File: config.mk
export PLATFORM = sky130hd
export DESIGN_NAME = mult_div_unit
export DESIGN_NICKNAME = d
export VERILOG_FILES = /design/src/rtl/mult_div_unit.sv
export SDC_FILE = /design/constraint.sdc
export NUM_CORES = 1
export LEC_CHECK = 0
export ABC_AREA = 1
export CORE_MARGIN = 2
export CORE_UTILIZATION = 35
export DETAILED_ROUTE_END_ITERATION = 16
export HOLD_SLACK_MARGIN = 0.03
export SYNTH_ARGS = -nofsm -noshare
export SYNTH_HDL_FRONTEND = slang
export SYNTH_SLANG_ARGS = --single-unit
File: constraint.sdc
create_clock -name clk -period 3.9 [get_ports clk]
set_clock_uncertainty 0.15 [all_clocks]
set_input_delay 0.78 -clock clk [delete_from_list [all_inputs] [get_ports clk]]
set_output_delay 0.78 -clock clk [all_outputs]
set_load 0.005 [all_outputs]
File: src/rtl/mult_div_unit.sv
// mult_div_unit: multicycle signed Booth multiplier / restoring divider holding HI/LO
module mult_div_unit #(
    parameter int DATA_W = 32
) (
    input  logic              clk,
    input  logic              reset,
    input  logic              start_mult,
    input  logic              start_div,
    input  logic [DATA_W-1:0] A,
    input  logic [DATA_W-1:0] B,
    output logic [DATA_W-1:0] HI,
    output logic [DATA_W-1:0] LO,
    output logic              busy,
    output logic              done,
    output logic              div_zero
);
    localparam int CW = $clog2(DATA_W);
    localparam int MSB = DATA_W - 1;
    typedef enum logic [1:0] {IDLE, MULT, DIV, FINISH} state_t;
    state_t state_q, state_d;
    // acc: Booth upper accumulator or division remainder (one guard bit)
    // wrk: Booth multiplier/low product or dividend shifting into quotient
    logic [DATA_W:0]   acc_q, acc_d;
    logic [DATA_W-1:0] wrk_q, wrk_d, m_q, m_d, hi_q, hi_d, lo_q, lo_d;
    logic [CW-1:0]     cnt_q, cnt_d;
    logic              qb_q, qb_d, div_q, div_d, qneg_q, qneg_d, rneg_q, rneg_d;
    logic              busy_q, busy_d, done_q, done_d, dz_q, dz_d;
    logic [DATA_W:0]   mext, bsum, shifted, trial;
    logic              last;
    assign mext    = {m_q[MSB], m_q};
    assign bsum    = ({wrk_q[0], qb_q} == 2'b01) ? acc_q + mext :
                     ({wrk_q[0], qb_q} == 2'b10) ? acc_q - mext : acc_q;
    assign shifted = {acc_q[MSB:0], wrk_q[MSB]};
    assign trial   = shifted - {1'b0, m_q};
    assign last    = cnt_q == CW'(DATA_W - 1);
    assign HI       = hi_q;
    assign LO       = lo_q;
    assign busy     = busy_q;
    assign done     = done_q;
    assign div_zero = dz_q;
    // Next-state logic: operand capture, one Booth/restoring step per cycle, result write-back
    always_comb begin
        state_d = state_q;
        acc_d   = acc_q;
        wrk_d   = wrk_q;
        m_d     = m_q;
        qb_d    = qb_q;
        div_d   = div_q;
        qneg_d  = qneg_q;
        rneg_d  = rneg_q;
        cnt_d   = cnt_q;
        hi_d    = hi_q;
        lo_d    = lo_q;
        done_d  = 1'b0;
        dz_d    = 1'b0;
        busy_d  = (state_q == MULT) || (state_q == DIV);
        case (state_q)
            IDLE: begin
                if (start_mult) begin
                    state_d = MULT;
                    acc_d   = '0;
                    wrk_d   = B;
                    m_d     = A;
                    qb_d    = 1'b0;
                    div_d   = 1'b0;
                    cnt_d   = '0;
                end else if (start_div && B == '0) begin
                    dz_d = 1'b1;
                end else if (start_div) begin
                    state_d = DIV;
                    acc_d   = '0;
                    wrk_d   = A[MSB] ? -A : A;
                    m_d     = B[MSB] ? -B : B;
                    div_d   = 1'b1;
                    qneg_d  = A[MSB] ^ B[MSB];
                    rneg_d  = A[MSB];
                    cnt_d   = '0;
                end
            end
            MULT: begin
                acc_d   = {bsum[DATA_W], bsum[DATA_W:1]};
                wrk_d   = {bsum[0], wrk_q[MSB:1]};
                qb_d    = wrk_q[0];
                cnt_d   = cnt_q + 1'b1;
                state_d = last ? FINISH : MULT;
            end
            DIV: begin
                acc_d   = trial[DATA_W] ? shifted : trial;
                wrk_d   = {wrk_q[MSB-1:0], ~trial[DATA_W]};
                cnt_d   = cnt_q + 1'b1;
                state_d = last ? FINISH : DIV;
            end
            FINISH: begin
                hi_d    = (div_q && rneg_q) ? -acc_q[MSB:0] : acc_q[MSB:0];
                lo_d    = (div_q && qneg_q) ? -wrk_q : wrk_q;
                done_d  = 1'b1;
                state_d = IDLE;
            end
            default: state_d = IDLE;
        endcase
    end
    // State and output registers with synchronous reset
    always_ff @(posedge clk) begin
        if (reset) begin
            state_q <= IDLE;
            acc_q   <= '0;
            wrk_q   <= '0;
            m_q     <= '0;
            qb_q    <= 1'b0;
            div_q   <= 1'b0;
            qneg_q  <= 1'b0;
            rneg_q  <= 1'b0;
            cnt_q   <= '0;
            hi_q    <= '0;
            lo_q    <= '0;
            busy_q  <= 1'b0;
            done_q  <= 1'b0;
            dz_q    <= 1'b0;
        end else begin
            state_q <= state_d;
            acc_q   <= acc_d;
            wrk_q   <= wrk_d;
            m_q     <= m_d;
            qb_q    <= qb_d;
            div_q   <= div_d;
            qneg_q  <= qneg_d;
            rneg_q  <= rneg_d;
            cnt_q   <= cnt_d;
            hi_q    <= hi_d;
            lo_q    <= lo_d;
            busy_q  <= busy_d;
            done_q  <= done_d;
            dz_q    <= dz_d;
        end
    end
endmodule

; Word-level counts from Yosys, hierarchy flattened
; Cells that the tools add are included.
; Widths: inputs -> output; s select.
[op_classes]
n_addsub = 8
mul = 0
n_div = 0
order_cmp = 0
eq_ne = 10
n_shift = 0
muxes = 35
bitwise_logic = 5
reduce_logical = 18
[ops]
columns = operator, n
row1 = $mux 32, 10
row2 = $mux 33, 6
row3 = $neg 32->32, 4
row4 = $pmux 33 s3, 1
row5 = $pmux 32 s3, 1
row6 = $add 33x33->33, 1
row7 = $sub 33x32->33, 1
row8 = $sub 33x33->33, 1
row9 = $logic_not 32->1, 1
row10 = $mux 5, 3
row11 = $pmux 5 s2, 1
row12 = $reduce_and 3->1, 3
row13 = $mux 2, 4
row14 = $pmux 2 s4, 1
row15 = $mux 1, 7
row16 = $eq 2x2->1 const B, 3
row17 = $ne 3x3->1 const B, 2
row18 = $reduce_bool 2->1, 3
row19 = $add 5x1->5 const B, 1
row20 = $eq 5x5->1 const B, 1
row21 = $eq 2x1->1 const B, 2
row22 = $ne 2x2->1 const B, 2
row23 = $not 1->1, 4
row24 = $reduce_and 2->1, 2
row25 = 9 further kinds, 11
[totals]
regBits = 175
latch_bits = 0
ramBits = 0
mem_bits_ro = 0
inputBits = 68
elab_cells = 90
n_memories = 0

; Longest topological paths before layout
[logic_depth]
depth_word = 6
ltp_mapped = 24

; Worst setup path before layout
; Ideal clock, no wire load.
[synth_path]
kind = reg-to-reg
start = register acc_q[0]
end = register acc_q[31]
setup_ps = 132
t_arrival_ps = 3243
required_time_ps = 3618
setup_slack_ps = 374
stages_incl_launch_ff = 24
n_path_buf = 3
period_less_slack_ps = 3526
path_cell_list = dfxtp_1 -> inv_1 -> fa_1 -> inv_1 -> nand3_1 -> nand2_1 -> nand3_1 -> nand2_1 -> nand2_1 -> nand2_1 -> nand2_1 -> nand2_1 -> nand4_1 -> o311ai_0 -> ha_1 -> clkbuf_1 -> inv_1 -> clkbuf_1 -> clkbuf_1 -> a21oi_1 -> nand2_1 -> nand2_1 -> nand2_1 -> a21oi_1
[synth_via]
elab_chain_cells = 4
word_cells_on_any_way = 7
[synth_lines]
columns = item, line
row1 = start: declaration, 23  ; logic [DATA_W:0] acc_q, acc_d;
row2 = start signal: assignment, 106  ; acc_q <= '0;
row3 = start signal: assignment, 121  ; acc_q <= acc_d;
row4 = $sub 33x33->33, 32  ; ({wrk_q[0], qb_q} == 2'b10) ? acc_q - mext : acc_q;
row5 = $mux 33, 32
row6 = $mux 33, 31  ; assign bsum = ({wrk_q[0], qb_q} == 2'b01) ? acc_q + mext :
row7 = $pmux 33 s3 *, 57  ; case (state_q)
; Every way passes the cells marked *; elsewhere a longest branch is shown, timed or not.
; A chain may end at the register's enable or synchronous reset.

; Final worst setup path
[layout_path]
start = register wrk_q[31]
end = register acc_q[0]
[layout_via]
elab_chain_cells = 3
[layout_lines]
columns = item, line
row1 = start: declaration, 24  ; logic [DATA_W-1:0] wrk_q, wrk_d, m_q, m_d, hi_q, hi_d, lo_q, lo_d;
row2 = start signal: assignment, 122  ; wrk_q <= wrk_d;
row3 = $sub 33x32->33, 34  ; assign trial = shifted - {1'b0, m_q};
row4 = $mux 33 *, 88  ; acc_d = trial[DATA_W] ? shifted : trial;
row5 = $pmux 33 s3 *, 57
; Marked as above.

==> metrics.txt <==
result of the run complete, no violations; crit end category register; Post-CTS Hold Buffers 0; pin count of the biggest net entering global routing 77; worst supply voltage drop on vdd between 200 and 300 uV; max-slew violation total from the final report 0; aggregate global-route resource usage between 20% and 30%; core area ~52000 um^2; number of antenna violations at the first check in global routing 0; P&R area growth vs syn 15.27%; fmax ~280 MHz; clock root buffer clkbuf_16; count of unique library cells instantiated by Yosys between 50 and 60; R2R Setup Slk between 0.2 and 0.3 ns; average detailed-routed wire length per instance ~19 um; clk_lat worst skew between 0.4 and 0.5 ns; total number of placement rows 83; Slew HR approximately 33%; post-synth design cell area 18340 um^2; Post-synth ARST share 0%; drt pass-1 iters 9; Setup-failing EPs final 0; CTS tree done; number of synthesized flops with an enable pin 0; Placed Instance Area approximately 21000 um^2; via count of the first global-routing pass between 15000 and 20000; number of warnings issued by yosys 0; hold violation total from the final report 0; detailed-route vias per instance roughly 5.4; post-route minimum period roughly 3.6 ns; Cells after Synth ~3200; part of the Yosys area used for sequential elements 19.10%; number of design-rule violations left by the first detailed-router iteration roughly 2000; Final Cycle Share ~92%; unrepaired setup endpoints after global routing false; routed wire length about 75 mm; first-pass GRT wire length roughly 110 mm; count of antenna-violating nets left after detailed routing 0; flip-flop cell with the highest count after synthesis dfxtp_1; max-cap check violation count 0; commonest cells after routing, fill and taps aside 816 x nand2_1, 462 x inv_1, 305 x nor2_1, 297 x a21oi_1, 270 x o21ai_0; initial core utilization a little over a third; leakage power total 0.01042 uW; DRC violations left 0; number of register bits inferred by synthesis between 150 and 200; Hold Slack around 0.32 ns; transition time at the pin with the least slew margin between 1 and 1.5 ns; post-route setup TNS 0 ns; gr ovfl total 0; total number of vias 21359; height of the die ~230 um; routability congestion estimate from global placement between 1 and 1.5; Final HPWL DP 60.99 mm; class of the tightest hold or removal check reg -> reg; count of input and output buffers ~130; finished layout cell area about 21000 um^2; Max FO, Critical Path 5; endpoint required time on the critical path just over 4 ns; buffer depth of the longest clock path 2; syn_nets 3377; post-layout power slightly below 8000 uW; data arrival time of the critical path roughly 3.8 ns; num ports between 100 and 150; htree depth 4; Post-Synthesis Mean Instance Area 5.733 um^2; clock buffers created by TritonCTS 17; layout net count around 3500; class of the most critical setup path reg -> reg; width of the chip ~230 um; Critical Path Start Type register; ant diodes 0; clock sink count 175; area enclosed by the die boundary approximately 54000 um^2; share of layout cells above drive strength 1 under 10%; most common cell after layout, fill and taps aside nand2_1; power density relative to cell area between 300 and 400 nW/um^2; Clk pin slew, worst setup/hold paths ~0.08 ns
## metal layers
layer  track usage, %  up-vias  wire length, um
met3            2.953      158             4590
met2            45.12      861            34610
met5                0        -                0
met4            11.84        0             3429
li1                 -    10635                -
met1            35.94     9705            32750
## registers in the layout, summed over array words and instances, names as in the netlist
signal    count
div_zero      1
done          1
qneg_q        1
m_q          32
wrk_q        32
div_q         1
HI           32
rneg_q        1
acc_q        33
cnt_q         5
busy          1
qb_q          1
LO           32
state_q       2
## synthesized netlist by cell type, types with 18 or more instances
cell	number	share of area (%)
nor3_1	29	0.79
nand2_1	816	17
xor2_1	73	3.5
nor2_1	305	6.2
buf_2	28	0.76
o211ai_1	30	1.2
nand3_1	206	5.6
inv_1	465	9.5
nor4_1	18	0.61
a31oi_1	31	1.1
o22ai_1	33	1.1
nand4_1	33	1.1
a21oi_1	297	8.1
o21ai_1	22	0.60
clkbuf_1	90	1.8
dfxtp_1	175	19
ha_1	107	7.3
o21ai_0	270	7.4
## cell type report
class | count | area [um^2]
clock buffers | 18 | 429.2
fillers | 5762 | 30470
clock inverters | 14 | 182.7
inverters | 475 | 1785
repair buffers | 211 | 1942
flip-flops and latches | 175 | 3505
multi-input cells | 2408 | 12450
well taps | 680 | 850.8
## metrics by stage
step / instances / setup WS (ns) / utilization [%]
floorplan: 3199 / 0.3744 / -
global placement: 3948 / 0.2755 / 39.74
detailed placement: 3948 / 0.2088 / 39.74
CTS: 3980 / 0.1849 / 40.93
global route: 3981 / 0.004608 / 40.96
finish: 3981 / 0.2985 / 40.96
## path summary, 6_finish.rpt
path,cells past startpoint,from,end
hold reg to reg,2,rneg_q$_SDFFE_PP0P_,rneg_q$_SDFFE_PP0P_
setup reg to reg,21,wrk_q[31]$_SDFFE_PP0P_,acc_q[0]$_SDFFE_PP0P_
setup / recovery,21,wrk_q[31]$_SDFFE_PP0P_,acc_q[0]$_SDFFE_PP0P_
hold / removal,2,rneg_q$_SDFFE_PP0P_,rneg_q$_SDFFE_PP0P_
## cell families (layout without fill, tap and decap cells)
group                    after synthesis  after routing  share of synthesized area (%)
AND/OR/NAND/NOR                     1451           1451                          33.09
AO/OA/AOI/OAI                        759            759                          22.87
buffers and inverters                616            718                          13.11
flip-flops                           175            175                          19.10
adder cells (fa/ha/maj)              110            110                          7.627
XOR/XNOR                              88             88                          4.202
## what timing repair did
action / 4_1_cts / 5_1_grt
gates resized for setup: 0 / 4
setup buffers: 0 / 1
endpoints found under the setup margin: 0 / 7
## critical path, stage by stage (launching register included)
cell	delay, ns
dfxtp_2	0.36
inv_1	0.06
ha_1	0.22
fa_1	0.38
inv_1	0.09
nand3_1	0.06
nand2_1	0.13
nand3_1	0.08
nand2_1	0.12
nand2_1	0.07
nand2_1	0.14
nand2_1	0.09
nand2_1	0.10
nand4_1	0.07
o311ai_0	0.12
ha_2	0.37
buf_4	0.17
o21ai_0	0.21
nor2_1	0.06
a41o_1	0.21
a22oi_1	0.15
nor2_1	0.05
## report_power, final
part | switching [uW] | internal (uW) | total, uW
sequential | 209 | 1970 | 2180
clock | 890 | 931 | 1820
combinational | 2550 | 1140 | 3680
total | 3650 | 4040 | 7690
Power figures use the tool's default switching activity.
